`src/rtl/pcie_egress_drain.sv`:
```
// Egress drain: round-robin pops from four egress FIFOs, tags each word with
// its source port, flags destination mismatches and counts delivered words.
module pcie_egress_drain #(
  parameter int unsigned TAMANO_DATOS = 12,
  parameter int unsigned CNT_WIDTH    = 8
) (
  input  logic                    clk,
  input  logic                    reset,
  input  logic                    enable,
  input  logic                    sink_ready,
  input  logic [3:0]              empty,
  input  logic [TAMANO_DATOS-1:0] data_in0,
  input  logic [TAMANO_DATOS-1:0] data_in1,
  input  logic [TAMANO_DATOS-1:0] data_in2,
  input  logic [TAMANO_DATOS-1:0] data_in3,
  input  logic [1:0]              count_sel,
  output logic [3:0]              pop,
  output logic [TAMANO_DATOS-1:0] data_out,
  output logic                    valid_out,
  output logic [1:0]              port_out,
  output logic                    mismatch,
  output logic [CNT_WIDTH-1:0]    count_out,
  output logic [CNT_WIDTH-1:0]    err_count,
  output logic                    idle
);

  localparam int unsigned DEST_LSB = 8;
  localparam logic [CNT_WIDTH-1:0] CNT_MAX = '1;

  typedef enum logic [1:0] {
    IDLE  = 2'd0,
    RUN   = 2'd1,
    DRAIN = 2'd2
  } state_t;

  state_t                    state;
  state_t                    state_nxt;
  logic [3:0]                pop_d;
  logic [1:0]                rr;
  logic [CNT_WIDTH-1:0]      cnt [4];

  logic [3:0]                elig;
  logic [1:0]                grant;
  logic [1:0]                idx;
  logic                      found;
  logic [TAMANO_DATOS-1:0]   cap_word;
  logic [1:0]                cap_idx;
  logic                      cap_bad;

  // Round-robin grant; a port popped last cycle is masked because its empty flag lags.
  always_comb begin
    elig  = '0;
    pop   = '0;
    grant = rr;
    idx   = rr;
    found = 1'b0;
    if (state == RUN) begin
      elig = ~empty & ~pop_d & {4{sink_ready}};
    end
    for (int k = 0; k < 4; k++) begin
      idx = rr + 2'(k);
      if (!found && elig[idx]) begin
        found = 1'b1;
        grant = idx;
      end
    end
    if (found) begin
      pop[grant] = 1'b1;
    end
  end

  // Next-state decode; DRAIN lingers one cycle while a popped word is in flight.
  always_comb begin
    state_nxt = state;
    case (state)
      IDLE:    if (enable) state_nxt = RUN;
      RUN:     if (!enable) state_nxt = DRAIN;
      DRAIN: begin
        if (enable)              state_nxt = RUN;
        else if (pop_d != 4'd0)  state_nxt = DRAIN;
        else                     state_nxt = IDLE;
      end
      default: state_nxt = IDLE;
    endcase
  end

  // Select the word arriving from the port popped last cycle.
  always_comb begin
    cap_word = data_in0;
    cap_idx  = 2'd0;
    if (pop_d[1]) begin
      cap_word = data_in1;
      cap_idx  = 2'd1;
    end else if (pop_d[2]) begin
      cap_word = data_in2;
      cap_idx  = 2'd2;
    end else if (pop_d[3]) begin
      cap_word = data_in3;
      cap_idx  = 2'd3;
    end
    cap_bad = (cap_word[DEST_LSB +: 2] != cap_idx);
  end

  // State, arbitration pointer, capture stage and counters.
  always_ff @(posedge clk) begin
    if (!reset) begin
      state     <= IDLE;
      pop_d     <= '0;
      rr        <= 2'd0;
      data_out  <= '0;
      valid_out <= 1'b0;
      port_out  <= 2'd0;
      mismatch  <= 1'b0;
      count_out <= '0;
      err_count <= '0;
      idle      <= 1'b1;
      for (int i = 0; i < 4; i++) begin
        cnt[i] <= '0;
      end
    end else begin
      state     <= state_nxt;
      pop_d     <= pop;
      idle      <= (state_nxt == IDLE) && (pop == 4'd0);
      count_out <= cnt[count_sel];
      if (found) begin
        rr <= grant + 2'd1;
      end
      if (pop_d != 4'd0) begin
        data_out  <= cap_word;
        port_out  <= cap_idx;
        valid_out <= 1'b1;
        mismatch  <= cap_bad;
        if (cap_bad && (err_count != CNT_MAX)) begin
          err_count <= err_count + CNT_WIDTH'(1);
        end
        if (cnt[cap_idx] != CNT_MAX) begin
          cnt[cap_idx] <= cnt[cap_idx] + CNT_WIDTH'(1);
        end
      end else begin
        valid_out <= 1'b0;
        mismatch  <= 1'b0;
      end
    end
  end

endmodule

```
`config.mk`:
```
export PLATFORM = sky130hd
export DESIGN_NAME = pcie_egress_drain
export DESIGN_NICKNAME = d
export VERILOG_FILES = /design/src/rtl/pcie_egress_drain.sv
export SDC_FILE = /design/constraint.sdc
export NUM_CORES = 1
export LEC_CHECK = 0
export ABC_AREA = 1
export BUFFER_PORTS_ARGS = -buffer_cell sky130_fd_sc_hd__buf_2
export CORE_MARGIN = 5
export CORE_UTILIZATION = 60
export CTS_BUF_LIST = sky130_fd_sc_hd__clkbuf_8
export DETAILED_ROUTE_END_ITERATION = 8
export PLACE_DENSITY_LB_ADDON = 0.2
export SKIP_CTS_REPAIR_TIMING = 1
export SYNTH_ARGS = -nofsm -noshare
export SYNTH_HDL_FRONTEND = slang
export SYNTH_SLANG_ARGS = --single-unit
```
`constraint.sdc`:
```
create_clock -name clk -period 7.4 [get_ports clk]
set_input_delay 0.37 -clock clk [delete_from_list [all_inputs] [get_ports clk]]
set_output_delay 0.37 -clock clk [all_outputs]
set_load 0.05 [all_outputs]
```
==> flow_summary.json, run 1 <==
{
  "post-route-min-period_ns": 4.29,
  "fin_hold_ws_ns": 0.188,
  "slowest_stage": "dfxtp_1",
  "num_rows": 30,
  "grtUsageTotal_pct": 27.6,
  "ys_types": 33,
  "core_um2": 6830,
  "hold_class": "in -> reg",
  "syn_area_um2": 4220,
  "drive_above_1_share_pct": 24.0,
  "drt_drc_violations_left": 0,
  "rsz0062_at_grt": "no",
  "endpoint_kind": "flop",
  "place_hpwl_mm": 8.80,
  "synth.most_common_cell": "nand2_1",
  "crit_family": "simple AND/OR/NAND/NOR gates",
  "antenna_found_initial": 0,
  "clkPwrFrac_pct": 13.1,
  "max_freq_mhz": 233,
  "ys_dominant_reg_cell": "dfxtp_1",
  "start_kind": "flop",
  "r2r_cells": 13,
  "vias_per_cell": 5.55,
  "crit_end": "cnt[0][5]$_SDFFCE_PN0P_",
  "switching_power_mw": 1.24,
  "avgSynthCellArea_um2": 7.37,
  "crit_fanout": 30,
  "grt_first_pass_wirelength_mm": 18.6,
  "tns_ns": 0,
  "clockRootBuffer": "clkbuf_8",
  "maxCapViolations": 0,
  "crit_top_cell": "nor2_4",
  "worst-path-buf-inv": 3,
  "worstReg2RegEnd": "cnt[0][5]$_SDFFCE_PN0P_",
  "routed_wl_mm": 11.6,
  "cts.path.max_buffers": 2,
  "internal_power_mw": 1.02,
  "clk_pin_slew_worst_paths_ns": 0.08,
  "drt_first_pass_iters": 6,
  "netlist_instances": 572,
  "powerDensity_nw_per_um2": 462,
  "numCtsBuffers": 9,
  "clock_sinks": 73,
  "synthArstFlopShare_pct": 0,
  "ys_warn_count": 0,
  "insertion_delay_ns": 0.36,
  "die-area_um2": 8810,
  "ff2ff_setup_slack_ns": 3.11,
  "tritoncts": "done",
  "vias": 4187,
  "globalplace.congestion": 1.00,
  "ys_seq_area_share_pct": 42.2,
  "status": "finished, final reports clean",
  "dpl_worst_slack_ns": 3.17,
  "power_frac_comb_pct": 58.8,
  "htreeDepth": 3,
  "grt_max_degree": 31,
  "yosysTopAreaCell": "edfxtp_1",
  "finalHoldViolations": 0,
  "yosys-top-cells-count": "128 x nand2_1, 68 x nand3_1, 68 x nor2_1, 49 x inv_1, 46 x a21oi_1",
  "ir_worst_vdd_v": 0.000251,
  "synth_area_leaders": "edfxtp_1 23%, dfxtp_1 19%, nand2_1 11%",
  "synth_nets": 636,
  "critPathMaxStageDelay_ns": 0.82,
  "worst_pin_slew_ns": 1.03,
  "worst_r2r_startpoint": "pop_d[1]$_SDFF_PN0_",
  "drv_slew": 0,
  "required_ns": 7.43,
  "clock_skew_ns": 0.0107,
  "portBuffers": 94,
  "slew_headroom_pct": 31.2,
  "synth-edff-count": 32,
  "nets": 718,
  "worstSetupPathDepth": 13,
  "path_class": "reg -> reg",
  "die_h_um": 93.8,
  "critPathLaunch": "pop_d[1]$_SDFF_PN0_",
  "grt_pass1_vias": 3769,
  "yosys_register_bits": 73,
  "wl_per_cell_um": 15.4,
  "areaGrowthSynthToFinish_pct": 15.6,
  "switching_share_pct": 54.9,
  "fin_ws_ns": 3.11,
  "overflow": 0,
  "report.final.setup_viol": 0,
  "start_util_pct": 61.7,
  "p_leak_nw": 2.32,
  "die_w_um": 93.8,
  "fin_util_pct": 71.4,
  "insertedDiodeCount": 0,
  "fin_crit_sh_pct": 58.0,
  "pwr-share-seq_pct": 28.1,
  "crit_chain": "inv_1 > nand2_2 > nand3_1 > o21ai_1 > clkinv_1 > ha_1 > inv_1 > nor2_4 > nand2_4 > nor2_4 > nor2_4 > nand3_2 > nand2_1",
  "drt_iter0_markers": 429,
  "antenna_left": 0,
  "synth_top_area_share_pct": 22.8,
  "pin_count": 95,
  "cp.arrival_ns": 4.32
}
## metrics by stage
step | cells | power (mW) | instance area (µm²)
2_1_floorplan | 572 | 1.67 | 4220
3_3_place_gp | 739 | 1.92 | 4690
3_5_place_dp | 739 | 1.95 | 4690
4_1_cts | 755 | 2.25 | 4870
5_1_grt | 755 | 2.43 | 4870
6_report | 755 | 2.25 | 4870
## routing by layer
| metal | up-vias | routed length, µm | GRT usage, % | share of wire [%] |
|---|---|---|---|---|
| li1 | 2044 | - | - | - |
| met1 | 1917 | 4840 | 39.1 | 42 |
| met2 | 203 | 5370 | 41.7 | 46 |
| met3 | 23 | 1080 | 5.05 | 9.3 |
| met4 | 0 | 331 | 10.8 | 2.8 |
| met5 | - | 0 | 0 | 0 |
## power groups by stage
stage / registers (mW) / clock network [mW] / logic, mW
final: 0.633 / 0.295 / 1.32
after floorplan: 0.702 / 0 / 0.965
after CTS: 0.630 / 0.298 / 1.32
after global routing: 0.640 / 0.318 / 1.47
after detailed placement: 0.639 / 0 / 1.31
after global placement: 0.639 / 0 / 1.28
## registers in the layout, indices dropped and copies added, names as in the netlist, 2 cells and up
register   flops
cnt           32
count_out      8
data_out      12
err_count      8
pop_d          4
port_out       2
rr             2
state          2
## worst min-delay path by stage
stage,slack [ns],cells past startpoint,from,to
CTS,0.17,2,enable,state[1]$_SDFF_PN0_
finish,0.19,2,enable,state[1]$_SDFF_PN0_
floorplan,0.45,1,enable,state[1]$_SDFF_PN0_
detailed placement,0.46,2,port_out[0]$_SDFFE_PN0N_,port_out[0]$_SDFFE_PN0N_
global placement,0.46,2,port_out[1]$_SDFFE_PN0N_,port_out[1]$_SDFFE_PN0N_
global route,0.18,2,enable,state[1]$_SDFF_PN0_
## cell usage in the layout, fill, tap and decap left out, drive strengths merged, types with 7 or more instances in the layout
cell type  netlist  layout
nand2          142     142
nor2            83      83
inv             54      58
clkbuf          15       9
edfxtp          32      32
buf              9      95
o21ai           38      38
nand3           78      78
a21oi           47      47
nor3             8       8
nand4            7       7
dfxtp           41      41
## area by class of cell
class / count / area (µm²)
Clock buffer: 9 / 124
Fill cell: 598 / 1960
Tap cell: 96 / 120
Sequential cell: 73 / 1780
Multi-Input combinational cell: 419 / 2090
Clock inverter: 7 / 61.3
Timing Repair Buffer: 95 / 478
Inverter: 56 / 215
## cell families (layout without fill, tap and decap cells)
| kind of cell | Yosys count | count (layout) | synth area share, % |
|---|---|---|---|
| compound gates | 86 | 86 | 10.3 |
| xor+xnor | 7 | 7 | 1.45 |
| fa+ha+maj | 6 | 6 | 1.78 |
| buf+inv | 80 | 167 | 8.10 |
| flops | 73 | 73 | 42.2 |
| simple gates | 320 | 320 | 36.1 |
No activity file was read; power rests on OpenSTA's default activity.
==> run 2, diff against run 1 <==
CORE_UTILIZATION = 51   (was 60)
clock period = 3.6 ns   (was 7.4 ns; I/O delays follow)
==> run 2 against run 1 <==
Compared with the run above: first-iteration DRC count shrank 40%; final cell count grew 1.9%; largest power group unchanged; setup slack got worse by 2.7 ns; critical endpoint is now cnt[0][4]$_SDFFCE_PN0P_; die area rose by 16%; global-route usage down 3.2 points; worst hold slack worse by 0.17 ns.
==> flow_summary.json, run 2 (same netlist as run 1, synthesis figures left out) <==
{
  "post-route-min-period_ns": 3.19,
  "tns_ns": 0,
  "grt_pass1_vias": 4119,
  "critPathMaxStageDelay_ns": 0.50,
  "grtUsageTotal_pct": 24.4,
  "fin_util_pct": 60.4,
  "ff2ff_setup_slack_ns": 0.41,
  "htreeDepth": 3,
  "ir_worst_vdd_v": 0.000852,
  "cp.arrival_ns": 3.19,
  "maxCapViolations": 0,
  "largestRegisters": "cnt: 32 flops, data_out: 12 flops",
  "core_um2": 8130,
  "die-area_um2": 10200,
  "max_freq_mhz": 314,
  "worst_pin_slew_ns": 0.683,
  "pin_count": 95,
  "top_register": "cnt",
  "numCtsBuffers": 9,
  "crit_fanout": 13,
  "slew_headroom_pct": 54.3,
  "status": "finished, final reports clean",
  "clockRootBuffer": "clkbuf_8",
  "start_kind": "flop",
  "place_hpwl_mm": 9.33,
  "report.final.setup_viol": 0,
  "num_rows": 33,
  "clock_sinks": 73,
  "start_util_pct": 51.9,
  "crit_chain": "nor2_2 > nor2_4 > nand2_1 > o21ai_1 > clkinv_1 > ha_1 > inv_1 > nor2_4 > nand2_4 > nor2_4 > nor2_4 > nand3_2 > nand2_1",
  "drive_above_1_share_pct": 24.4,
  "portBuffers": 94,
  "cts.path.max_buffers": 2,
  "vias": 4189,
  "nets": 723,
  "finalHoldViolations": 0,
  "routed_wl_mm": 11.9,
  "clock_skew_ns": 0.0103,
  "endpoint_kind": "flop",
  "areaGrowthSynthToFinish_pct": 16.4,
  "antenna_left": 0,
  "drt_drc_violations_left": 0,
  "die_h_um": 101,
  "antenna_found_initial": 0,
  "tritoncts": "done",
  "slowest_stage": "dfxtp_1",
  "crit_top_cell": "nor2_4",
  "grt_max_degree": 25,
  "powerDensity_nw_per_um2": 935,
  "insertedDiodeCount": 0,
  "insertion_delay_ns": 0.34,
  "die_w_um": 101,
  "hold_class": "in -> reg",
  "fillers": 763,
  "p_leak_nw": 2.33,
  "grt_first_pass_wirelength_mm": 19.6,
  "vias_per_cell": 5.45,
  "drv_slew": 0,
  "rsz0062_at_grt": "no",
  "overflow": 0,
  "drt_first_pass_iters": 5,
  "required_ns": 3.61,
  "final_common_cell": "nand2_1",
  "wl_per_cell_um": 15.5,
  "largest_register_ff_count": 32,
  "final_cell_mix": "128 x nand2_1, 94 x buf_2, 68 x nor2_1, 68 x nand3_1, 50 x inv_1",
  "drt_iter0_markers": 258,
  "clk_pin_slew_worst_paths_ns": 0.08,
  "path_class": "reg -> reg",
  "fin_crit_sh_pct": 88.5,
  "globalplace.congestion": 0.949
}
run 2: report_power, final:
part	leakage (nW)	total, mW	switching [mW]	internal (mW)
clock	0.0791	0.565	0.317	0.248
combinational	1.58	2.77	2.03	0.737
sequential	0.669	1.26	0.158	1.10
run 2: final timing paths:
| path | start | end | cells after the start |
|---|---|---|---|
| setup / recovery | pop_d[2]$_SDFF_PN0_ | cnt[0][4]$_SDFFCE_PN0P_ | 13 |
| hold / removal | enable | state[1]$_SDFF_PN0_ | 2 |
| setup reg to reg | pop_d[2]$_SDFF_PN0_ | cnt[0][4]$_SDFFCE_PN0P_ | 13 |
| hold reg to reg | data_out[9]$_SDFFE_PN0N_ | data_out[9]$_SDFFE_PN0N_ | 2 |
run 2: final cells by class:
class                      count  area, µm²  area share, %
sequential                    73       1780           36.3
clock inverter                 7       47.5          0.968
multi-input combinational    419       2090           42.7
timing repair buffer         100        515           10.5
tap                          105        131           2.68
inverter                      56        215           4.38
clock buffer                   9        124           2.52
run 2: routing by layer:
metal  GRT usage, %  vias up  part of all wire, %
met1           31.2     1901                   41
li1               -     2049                    -
met3           5.12       30                  9.7
met4           7.26        0                  2.2
met5              0        -                    0
met2           41.5      209                   48
run 2: critical path, delay by kind of cell, from the launching register on:
family	cells	cell delay (ns)
simple gates	9	1.76
fa+ha+maj	1	0.20
compound gates	1	0.16
flops	1	0.50
buf+inv	2	0.22
run 2: per-stage QoR:
stage               setup slack [ns]  power [mW]  hold WS, ns  cells  area (µm²)
detailed placement             0.466        4.03        0.370    753        4740
CTS                            0.442        4.60      0.00714    769        4910
global route                   0.167        4.99       0.0298    769        4910
floorplan                       1.12        3.43        0.259    572        4220
finish                         0.414        4.59       0.0209    769        4910
global placement               0.620        3.97        0.358    753        4740
==> run 3, diff against run 2 <==
--- a/config.mk
+++ b/config.mk
@@ -13,2 +13,3 @@
 export DETAILED_ROUTE_END_ITERATION = 8
+export GPL_ROUTABILITY_DRIVEN = 0
 export PLACE_DENSITY_LB_ADDON = 0.2
==> constraint.sdc (replaced) <==
create_clock -name clk -period 3.6 [get_ports clk]
set_input_delay 0.9 -clock clk [delete_from_list [all_inputs] [get_ports clk]]
set_output_delay 0.9 -clock clk [all_outputs]
set_load 0.05 [all_outputs]
==> run 3 against run 2 <==
Compared with the run above: global-route usage down 0.67 points; register-to-register slack worse by 0.03 ns; combinational power up 7.2%; critical endpoint is now pop[3]; largest cell class unchanged.
==> flow_summary.json, run 3 (same netlist as run 1, synthesis figures left out) <==
{
  "status": "finished, final reports clean",
  "drive_above_1_share_pct": 27.2,
  "portBuffers": 94,
  "die_h_um": 101,
  "clockRootBuffer": "clkbuf_8",
  "grtUsageTotal_pct": 23.7,
  "rsz0062_at_grt": "yes",
  "hold_class": "reg -> reg",
  "fin_ws_ns": 0.173,
  "routed_wl_mm": 11.9,
  "grt_pass1_vias": 4057,
  "clkPwrFrac_pct": 11.3,
  "largest_register_ff_count": 32,
  "drt_iter0_markers": 399,
  "htreeDepth": 3,
  "final_cell_mix": "127 x nand2_1, 90 x buf_2, 68 x nand3_1",
  "nets": 731,
  "powerDensity_nw_per_um2": 945,
  "cts.path.max_buffers": 2,
  "largestRegisters": "cnt: 32 flops, data_out: 12 flops",
  "clk_pin_slew_worst_paths_ns": 0.07,
  "p_leak_nw": 2.38,
  "cp.arrival_ns": 2.53,
  "maxCapViolations": 0,
  "start_kind": "primary input",
  "final_common_cell": "nand2_1",
  "critPathMaxStageDelay_ns": 0.22,
  "numCtsBuffers": 9,
  "drv_slew": 0,
  "dpl_worst_slack_ns": -0.0275,
  "die-area_um2": 10200,
  "post-route-min-period_ns": 3.43,
  "vias_per_cell": 5.45,
  "fillers": 696,
  "fin_crit_sh_pct": 95.2,
  "wl_per_cell_um": 15.3,
  "slew_headroom_pct": 64.9,
  "ir_worst_vdd_v": 0.000504,
  "internal_power_mw": 2.20,
  "drt_first_pass_iters": 5,
  "tns_ns": 0,
  "start_util_pct": 51.9,
  "crit_fanout": 6,
  "multi_input_area_um2": 2140,
  "instances_no_fill": 777,
  "switching_share_pct": 53.8,
  "finalHoldViolations": 0,
  "power_frac_comb_pct": 62.5,
  "crit_chain": "buf_2 > buf_4 > nand4_1 > nand3_1 > nand2_1 > nand4_1 > nand2_1 > nand2_2 > inv_1 > ha_1 > inv_1 > nor2_2 > buf_6",
  "pwr-share-seq_pct": 26.2,
  "grt_first_pass_wirelength_mm": 19.3,
  "required_ns": 2.70,
  "core_um2": 8130,
  "endpoint_kind": "primary output",
  "switching_power_mw": 2.56,
  "insertion_delay_ns": 0.34,
  "drt_drc_violations_left": 0,
  "vias": 4235,
  "pin_count": 95,
  "worst_pin_slew_ns": 0.525,
  "top_register": "cnt",
  "antenna_left": 0,
  "antenna_found_initial": 0,
  "areaGrowthSynthToFinish_pct": 19.2,
  "dp.cells": 761,
  "tritoncts": "done",
  "report.final.setup_viol": 0,
  "grt_max_degree": 25,
  "die_w_um": 101,
  "insertedDiodeCount": 0,
  "clock_skew_ns": 0.0109,
  "fin_hold_ws_ns": 0.470,
  "seqCellArea_um2": 1780,
  "max_freq_mhz": 292,
  "dpl_cell_area_um2": 4810,
  "fin_area_um2": 5030,
  "slowest_stage": "nand4_1",
  "path_class": "in -> out",
  "place_hpwl_mm": 8.58,
  "num_rows": 33,
  "overflow": 0,
  "clock_sinks": 73
}
==> run 3: critical path: cells and delay by family <==
| family | cells | cell delay [ns] |
|---|---|---|
| simple gates | 7 | 0.92 |
| fa+ha+maj | 1 | 0.15 |
| buf+inv | 5 | 0.55 |
==> run 3: final timing paths <==
kind | startpoint | to | slack (ns) | cells past startpoint
setup / recovery | sink_ready | pop[3] | 0.17 | 13
hold / removal | port_out[0]$_SDFFE_PN0N_ | port_out[0]$_SDFFE_PN0N_ | 0.47 | 2
setup reg to reg | pop_d[3]$_SDFF_PN0_ | cnt[0][1]$_SDFFCE_PN0P_ | 0.38 | 13
hold reg to reg | port_out[0]$_SDFFE_PN0N_ | port_out[0]$_SDFFE_PN0N_ | 0.47 | 2
==> run 3: area by class of cell <==
class / instances / area share, %
inverter: 56 / 4.28
clock inverter: 7 / 0.746
timing repair buffer: 108 / 11.8
multi-input combinational: 419 / 42.6
sequential: 73 / 35.5
tap: 105 / 2.61
clock buffer: 9 / 2.46
==> run 3: stage by stage <==
step           util (%)  power (mW)
2_1_floorplan         -        3.46
3_3_place_gp       59.1        4.07
3_5_place_dp       59.1        4.13
4_1_cts            61.1        4.68
5_1_grt            61.8        5.12
6_report           61.8        4.75
==> run 3: layer usage <==
| metal | vias up | track usage (%) | share of wire [%] |
|---|---|---|---|
| li1 | 2064 | - | - |
| met1 | 1976 | 31.0 | 43 |
| met2 | 178 | 39.3 | 48 |
| met3 | 17 | 5.95 | 8.0 |
| met4 | 0 | 6.13 | 1.3 |
| met5 | - | 0 | 0 |
==> run 3: power by group through the flow <==
stage                     clock [mW]  combinational [mW]  sequential, mW
after floorplan                    0                2.01            1.44
after global placement             0                2.84            1.24
after detailed placement           0                2.88            1.25
after CTS                      0.552                2.89            1.23
after global routing           0.585                3.27            1.27
final                          0.536                2.97            1.24
